`src/rtl/mips_pipe_pkg.sv`:
```
// Shared MIPS pipeline definitions: stage-state encoding, default widths and MEM->WB payload layout.
package mips_pipe_pkg;

  typedef enum logic [1:0] {
    ST_EMPTY = 2'd0,
    ST_ONE   = 2'd1,
    ST_TWO   = 2'd2
  } stageState_t;

  localparam int unsigned DATA_W_DEFAULT  = 32;
  localparam int unsigned RADDR_W_DEFAULT = 5;

  // Field order of the MEM->WB payload, MSB first, shown at default widths.
  typedef struct packed {
    logic                       regWrite;
    logic                       memToReg;
    logic [DATA_W_DEFAULT-1:0]  memData;
    logic [DATA_W_DEFAULT-1:0]  aluResult;
    logic [RADDR_W_DEFAULT-1:0] rd;
    logic                       side;
  } memWbPayload_t;

  function automatic int unsigned payloadWidth(int unsigned dataW, int unsigned raddrW,
                                               int unsigned sideW);
    return 2 + 2 * dataW + raddrW + sideW;
  endfunction

endpackage

```
`src/rtl/pipe_payload_reg.sv`:
```
// Enable-loaded payload register with asynchronous reset to zero.
module pipe_payload_reg #(
  parameter int unsigned WIDTH = 1
) (
  input  logic             clk,
  input  logic             rst,
  input  logic             en,
  input  logic [WIDTH-1:0] d,
  output logic [WIDTH-1:0] q
);

  always_ff @(posedge clk or posedge rst) begin
    if (rst) begin
      q <= '0;
    end else if (en) begin
      q <= d;
    end
  end

endmodule

```
`src/rtl/mem_wb_pipe_stage.sv`:
```
// MEM->WB pipeline stage with valid/ready handshake and 2-entry skid buffer.
// Optional stall_cnt output enabled by defining MEM_WB_STALL_CNT_EN.
module mem_wb_pipe_stage
  import mips_pipe_pkg::*;
#(
  parameter int unsigned DATA_W  = DATA_W_DEFAULT,
  parameter int unsigned RADDR_W = RADDR_W_DEFAULT,
  parameter int unsigned SIDE_W  = 1
) (
  input  logic               clk,
  input  logic               rst,
  input  logic               flush,
  input  logic               in_valid,
  output logic               in_ready,
  input  logic               in_reg_write,
  input  logic               in_mem_to_reg,
  input  logic [DATA_W-1:0]  in_mem_data,
  input  logic [DATA_W-1:0]  in_alu_result,
  input  logic [RADDR_W-1:0] in_rd,
  input  logic [SIDE_W-1:0]  in_side,
  output logic               out_valid,
  input  logic               out_ready,
  output logic               out_reg_write,
  output logic               out_mem_to_reg,
  output logic [DATA_W-1:0]  out_mem_data,
  output logic [DATA_W-1:0]  out_alu_result,
  output logic [RADDR_W-1:0] out_rd,
  output logic [SIDE_W-1:0]  out_side,
  output logic [DATA_W-1:0]  wb_data,
  output logic               rf_we
`ifdef MEM_WB_STALL_CNT_EN
  ,
  output logic [31:0]        stall_cnt
`endif
);

  localparam int unsigned PW = payloadWidth(DATA_W, RADDR_W, SIDE_W);

  stageState_t stateQ, stateD;
  logic [PW-1:0] inPayload, mainD, mainQ, skidQ;
  logic accept, fire, mainEn, skidEn, mainFromSkid;

  assign inPayload = {in_reg_write, in_mem_to_reg, in_mem_data, in_alu_result, in_rd, in_side};
  assign {out_reg_write, out_mem_to_reg, out_mem_data, out_alu_result, out_rd, out_side} = mainQ;

  // Handshake flags come straight from the state register: no in->out ready path.
  assign in_ready  = (stateQ != ST_TWO);
  assign out_valid = (stateQ != ST_EMPTY);
  assign accept    = in_valid & in_ready;
  assign fire      = out_valid & out_ready;

  always_comb begin
    stateD       = stateQ;
    mainEn       = 1'b0;
    skidEn       = 1'b0;
    mainFromSkid = 1'b0;
    case (stateQ)
      ST_EMPTY: begin
        if (accept) begin
          stateD = ST_ONE;
          mainEn = 1'b1;
        end
      end
      ST_ONE: begin
        if (accept && fire) begin
          mainEn = 1'b1;
        end else if (accept) begin
          stateD = ST_TWO;
          skidEn = 1'b1;
        end else if (fire) begin
          stateD = ST_EMPTY;
        end
      end
      ST_TWO: begin
        if (fire) begin
          stateD       = ST_ONE;
          mainEn       = 1'b1;
          mainFromSkid = 1'b1;
        end
      end
      default: stateD = ST_EMPTY;
    endcase
    // Flush wins over everything; payload loads are suppressed too.
    if (flush) begin
      stateD = ST_EMPTY;
      mainEn = 1'b0;
      skidEn = 1'b0;
    end
  end

  assign mainD = mainFromSkid ? skidQ : inPayload;

  always_ff @(posedge clk or posedge rst) begin
    if (rst) begin
      stateQ <= ST_EMPTY;
    end else begin
      stateQ <= stateD;
    end
  end

  pipe_payload_reg #(
    .WIDTH(PW)
  ) mainReg (
    .clk(clk),
    .rst(rst),
    .en (mainEn),
    .d  (mainD),
    .q  (mainQ)
  );

  pipe_payload_reg #(
    .WIDTH(PW)
  ) skidReg (
    .clk(clk),
    .rst(rst),
    .en (skidEn),
    .d  (inPayload),
    .q  (skidQ)
  );

  assign wb_data = out_mem_to_reg ? out_mem_data : out_alu_result;
  assign rf_we   = fire & out_reg_write & (out_rd != '0);

`ifdef MEM_WB_STALL_CNT_EN
  logic [31:0] stallCntQ;

  always_ff @(posedge clk or posedge rst) begin
    if (rst) begin
      stallCntQ <= '0;
    end else if (out_valid && !out_ready && (stallCntQ != '1)) begin
      stallCntQ <= stallCntQ + 32'd1;
    end
  end

  assign stall_cnt = stallCntQ;
`endif

endmodule
```
`config.mk`:
```
export PLATFORM = sky130hd
export DESIGN_NAME = mem_wb_pipe_stage
export DESIGN_NICKNAME = d
export VERILOG_FILES = /design/src/rtl/mips_pipe_pkg.sv /design/src/rtl/pipe_payload_reg.sv /design/src/rtl/mem_wb_pipe_stage.sv
export SDC_FILE = /design/constraint.sdc
export NUM_CORES = 1
export LEC_CHECK = 0
export BUFFER_PORTS_ARGS = -buffer_cell sky130_fd_sc_hd__buf_4
export CAP_MARGIN = 25
export CORE_MARGIN = 8
export CORE_UTILIZATION = 50
export CTS_BUF_LIST = sky130_fd_sc_hd__clkbuf_4
export DETAILED_ROUTE_END_ITERATION = 6
export GPL_TIMING_DRIVEN = 1
export PLACE_DENSITY = 0.81
export SLEW_MARGIN = 40
export SYNTH_ARGS = -nofsm -noshare
export SYNTH_HDL_FRONTEND = slang
export SYNTH_HIERARCHICAL = 1
export SYNTH_SLANG_ARGS = --single-unit
export TNS_END_PERCENT = 5
```
`constraint.sdc`:
```
create_clock -name clk -period 2.6 [get_ports clk]
set_input_delay 0.39 -clock clk [delete_from_list [all_inputs] [get_ports clk]]
set_output_delay 0.39 -clock clk [all_outputs]
set_load 0.01 [all_outputs]
```
==> results.py, run 1 <==
metrics = {
    "critical_path": {
        "critPathArrivalTime_ns": 1.97,
        "worstPathCellList": "or4_1, o2111a_1, buf_4",
        "rrSetupSlack_ns": 0.62,
        "end_kind": "output pin",
        "critPathBufInv": 1,
        "cp-start-kind": "flip-flop",
        "r2r-end": "mainReg/q[0]",
        "r2r_cells": 5,
        "cp_slowest_cell": "or4_1",
        "cp_max_fo": 3,
        "path_class": "reg2out",
        "cpPeakStageDelay_ns": 0.61,
        "critPathRequiredTime_ns": 2.21,
        "r2r_start": "stateQ[1]",
        "cp_top_family": "simple AND/OR/NAND/NOR gates",
    },
    "global_route": {
        "grt_max_degree": 45,
        "antenna_found_initial": 0,
        "grt_use_total": 0.181,
        "grt_pass1_wl_um": 28300,
        "grt_pass1_vias": 5253,
        "gr-total-overflow": 0,
    },
    "clocking": {
        "htreeDepth": 4,
        "cts.path.max_buffers": 2,
        "clock-root-buffer": "clkbuf_4",
        "cts_setup_buffers": 0,
        "clk_pin_slew_ns": 0.12,
        "clock_sinks": 146,
        "post_cts_resized": 0,
        "cts_tree": "built",
        "cts-buffers-inserted": 17,
        "clock_latency_ns": 0.52,
        "hold_buffers": 1,
    },
    "finish": {
        "fin_cells": 826,
        "fillCellCount": 1132,
        "num_antenna_cells": 0,
        "drive_gt1_frac": 0.741,
        "nNetsFinal": 702,
        "areaGrowthSynthToFinish_pct": 21.3,
        "post-route-util": 0.617,
    },
    "power_and_ir_drop": {
        "design_power_total_uw": 6590,
        "p_per_area_mw_per_mm2": 705,
        "leakage_uw": 0.00465,
        "worst_ir_drop_vdd_v": 0.000352,
    },
    "logic_synthesis": {
        "ys_seq_elements": 146,
        "synth_edf_count": 0,
        "avgSynthCellArea_um2": 17.5,
        "syn_inst": 440,
        "yosysMostFrequentCell": "mux2_4",
        "ys_async_sr_fraction": 1.00,
        "synth.top_cells.by_count": "mux2_4, dfrtp_1, mux2_2, buf_12, buf_6",
        "yosys-top-cells-area": "dfrtp_1, mux2_4, mux2_2",
        "syn_nets": 517,
        "synth_top_area_frac": 0.474,
        "ys_warn_count": 6,
        "synth_cell_types": 21,
        "yosysSeqAreaShare": 0.474,
        "post-synth-top-area-cell": "dfrtp_1",
        "synth-main-ff-cell": "dfrtp_1",
        "syn_area_mm2": 0.00770,
    },
    "detailed_routing": {
        "via_count": 4349,
        "wl_per_cell_um": 20.5,
        "ant_nets": 0,
        "routed_via_density": 5.27,
        "drtIter0Drc": 241,
        "dr.pass1.iters": 4,
        "drc": 0,
        "wl_um": 16900,
    },
    "floorplan": {
        "start_util": 0.509,
        "core-area_mm2": 0.0151,
        "io_pins": 184,
        "die_y_um": 140,
        "die_w_um": 140,
        "rows": 45,
        "die-area_mm2": 0.0196,
    },
    "run": {
        "maxCapViolCount": 0,
    },
    "worst_hold_path": {
        "hold_depth": 2,
        "min_from": "in_mem_data[20]",
        "hold_class": "in2reg",
        "hold_end": "skidReg/q[58]",
    },
    "sta": {
        "fin_tns_setup_ns": 0,
        "holdWs_ns": 0.0986,
        "maxSlewHeadroom": 0.501,
        "finalSetupViolations": 0,
        "grt_setup_unrepaired": "no",
        "hold_violations": 0,
        "worst_pin_slew_ns": 0.748,
        "fmax_mhz": 424,
        "maxSlewViolCount": 0,
        "fin_skew_ns": 0.0157,
        "finalCriticalPeriod_ns": 2.36,
        "finalCritPeriodShare": 0.907,
    },
    "outcome": {
        "status": "finished clean",
    },
    "place": {
        "dp.cells": 791,
        "port_buffers": 183,
        "hpwl_um": 11800,
        "place_congestion": 0.785,
    },
}
-- power breakdown --
part	switching, uW	internal [uW]
Sequential	429	2790
Clock	778	460
Combinational	701	1430
-- cells by family after synthesis --
group                  count (synthesis)  synth area share
muxes                                248             0.459
DFF                                  146             0.474
buffers and inverters                 32            0.0546
and+or+nand+nor                       10           0.00861
AOI/OAI and AO/OA                      4           0.00357
-- per-stage QoR --
stage / cell area, um2 / setup slack, ns
final: 9350 / 0.241
after global routing: 9350 / 0.126
after CTS: 9330 / 0.0522
after detailed placement: 9080 / 0.636
after global placement: 9080 / 0.673
after floorplan: 7700 / 0.385
-- sequential cells by signal, indices dropped and copies added, names as in the netlist --
register   count
mainReg/q     72
stateQ         2
skidReg/q     72
-- area by class of cell --
class                   count  area (um2)  share of cell area
flip-flops and latches    146        3660               0.391
multi-input cells         262        3650               0.391
repair buffers            194        1550               0.166
well taps                 188         235              0.0252
clock buffers              18         135              0.0145
clock inverters            14        97.6              0.0104
inverters                   4        17.5             0.00187
-- worst reg2reg max path, delay by kind of cell, from the launching register on --
kind                   cells  cell delay [ns]
muxes                      2             0.64
and+or+nand+nor            2             0.38
DFF                        1             0.42
buffers and inverters      1             0.43
-- cell usage in the layout (no fill, tap or decap), types with 2 or more instances in the layout --
cell type,n
buf_4,184
dlygate4sd3_1,3
clkbuf_4,18
clkinv_2,8
dfrtp_1,145
clkinv_1,4
mux2_2,48
mux2_1,2
buf_12,7
mux2_4,198
inv_1,2
clkinvlp_4,3
-- routing by layer --
layer  GRT usage  wire length (um)  vias to the layer above
met4      0.0560               217                        0
li1            -                 -                     1956
met3      0.0540               878                       18
met1       0.225              7540                     2248
met5           0                 0                        -
met2       0.296              8290                      127
-- worst max-delay path by stage --
stage,startpoint,cells past startpoint,endpoint,slack [ns]
2_1_floorplan,rst,1,mainReg/q[0],0.39
3_3_place_gp,stateQ[1],5,mainReg/q[0],0.67
3_5_place_dp,stateQ[1],5,mainReg/q[0],0.64
4_1_cts,mainReg/q[70],2,wb_data[25],0.05
5_1_grt,mainReg/q[1],3,rf_we,0.13
6_report,mainReg/q[1],3,rf_we,0.24
Power figures use the tool's default switching activity.
==> inputs of run 2 (changes only) <==
CTS_BUF_LIST = sky130_fd_sc_hd__clkbuf_8   (was sky130_fd_sc_hd__clkbuf_4)
==> run 2 against run 1 <==
Against the previous run: total power grew 6.6%; worst hold slack improved by 0.046 ns; first-iteration DRC count is 32% lower; setup slack improved by 0.094 ns; clock skew shrank 0.0043 ns; sequential cell count unchanged; global-route usage up 0.22 points; combinational power about the same; die area unchanged.
==> results.py, run 2 (same netlist as run 1, synthesis figures left out) <==
metrics = {
    "floorplan": {
        "start_util": 0.509,
        "core-area_mm2": 0.0151,
        "die-area_mm2": 0.0196,
        "io_pins": 184,
        "rows": 45,
        "die_y_um": 140,
        "die_w_um": 140,
    },
    "global_route": {
        "grt_use_total": 0.183,
        "grt_pass1_vias": 5299,
        "grt_max_degree": 45,
        "gr-total-overflow": 0,
        "grt_pass1_wl_um": 28500,
        "antenna_found_initial": 0,
    },
    "finish": {
        "largestRegisters": "mainReg/q: 72 flops, skidReg/q: 72 flops, stateQ: 2 flops",
        "ff_latch_area_mm2": 0.00366,
        "areaGrowthSynthToFinish_pct": 22.9,
        "nNetsFinal": 700,
        "post-route-util": 0.625,
        "final_cell_area_mm2": 0.00947,
        "num_antenna_cells": 0,
        "final_cell_mix": "mux2_4, buf_4, dfrtp_1",
        "final_common_cell": "mux2_4",
        "fillCellCount": 1117,
        "multi_input_area_mm2": 0.00365,
        "drive_gt1_frac": 0.748,
    },
    "critical_path": {
        "path_class": "reg2out",
        "cp_max_fo": 3,
        "end_kind": "output pin",
        "cp_slowest_cell": "or4_1",
        "critPathArrivalTime_ns": 1.88,
        "cpPeakStageDelay_ns": 0.60,
        "cp-start-kind": "flip-flop",
        "critPathRequiredTime_ns": 2.21,
        "worstPathCellList": "or4_1, o2111a_1, buf_4",
    },
    "clocking": {
        "cts_tree": "built",
        "htreeDepth": 4,
        "post_cts_resized": 0,
        "cts.path.max_buffers": 2,
        "clock_latency_ns": 0.45,
        "clock_sinks": 146,
        "cts-buffers-inserted": 17,
        "clk_pin_slew_ns": 0.08,
        "clock-root-buffer": "clkbuf_8",
    },
    "detailed_routing": {
        "drc": 0,
        "wl_per_cell_um": 20.6,
        "drtIter0Drc": 163,
        "dr.pass1.iters": 4,
        "dr_wl_met2_um": 8300,
        "routed_via_density": 5.28,
        "dr_wl_met3_um": 967,
        "wl_um": 17000,
        "met1_length_um": 7520,
        "via_count": 4353,
        "ant_nets": 0,
        "top_layer_used": "met4",
    },
    "place": {
        "port_buffers": 183,
        "hpwl_um": 11800,
        "placed_area_mm2": 0.00908,
        "place_congestion": 0.785,
    },
    "sta": {
        "maxSlewHeadroom": 0.509,
        "hold_violations": 0,
        "fin_tns_setup_ns": 0,
        "worst_pin_slew_ns": 0.737,
        "finalCritPeriodShare": 0.871,
        "holdWs_ns": 0.145,
        "finalCriticalPeriod_ns": 2.27,
        "fin_skew_ns": 0.0114,
        "grt_setup_unrepaired": "no",
        "finalSetupViolations": 0,
        "fmax_mhz": 441,
        "maxSlewViolCount": 0,
    },
    "power_and_ir_drop": {
        "p_per_area_mw_per_mm2": 742,
        "leakage_uw": 0.00471,
        "design_power_total_uw": 7020,
        "worst_ir_drop_vdd_v": 0.000352,
    },
    "run": {
        "maxCapViolCount": 0,
    },
    "outcome": {
        "status": "finished clean",
    },
    "worst_hold_path": {
        "hold_class": "in2reg",
    },
}
-- run 2: path summary, 6_finish.rpt --
| check | start | endpoint | slack [ns] | cells past startpoint |
|---|---|---|---|---|
| min | flush | stateQ[0] | 0.14 | 2 |
| min in group asynchronous | rst | stateQ[0] | 0.40 | 3 |
| min reg2reg | skidReg/q[1] | skidReg/q[1] | 0.51 | 1 |
| max | mainReg/q[1] | rf_we | 0.33 | 3 |
| max in group asynchronous | rst | skidReg/q[23] | 1.29 | 4 |
| max reg2reg | stateQ[1] | mainReg/q[0] | 0.62 | 5 |
-- run 2: critical path, delay by kind of cell (launching register included) --
kind	cells	cell delay, ns
AND/OR/NAND/NOR	1	0.60
AO/OA/AOI/OAI	1	0.27
flip-flops	1	0.41
buffers and inverters	1	0.14
-- run 2: layout make-up --
cell class                      instances  share of cell area
Multi-Input combinational cell        262               0.386
Clock buffer                           21              0.0305
Sequential cell                       146               0.386
Inverter                                4             0.00185
Tap cell                              188              0.0248
Clock inverter                         11             0.00912
Timing Repair Buffer                  192               0.162
-- run 2: report_power, final --
part           switching [uW]  total, uW  internal, uW
Clock                     830       1670           843
Sequential                429       3220          2800
Combinational             700       2130          1430
-- run 2: per-stage QoR --
step                worst slack (ns)  std cells
global placement               0.673        791
detailed placement             0.636        791
floorplan                      0.385        440
global route                   0.250        824
finish                         0.335        824
CTS                            0.164        824
-- run 2: routing by layer --
layer | vias to the layer above | GRT usage
met4 | 0 | 0.0629
met5 | - | 0
met1 | 2263 | 0.223
met3 | 16 | 0.0550
met2 | 133 | 0.303
li1 | 1941 | -
-- run 2: what timing repair did --
item                                   4_1_cts  5_1_grt
hold buffers                                 1        0
setup buffers                                0        0
endpoints found under the hold margin       23        0
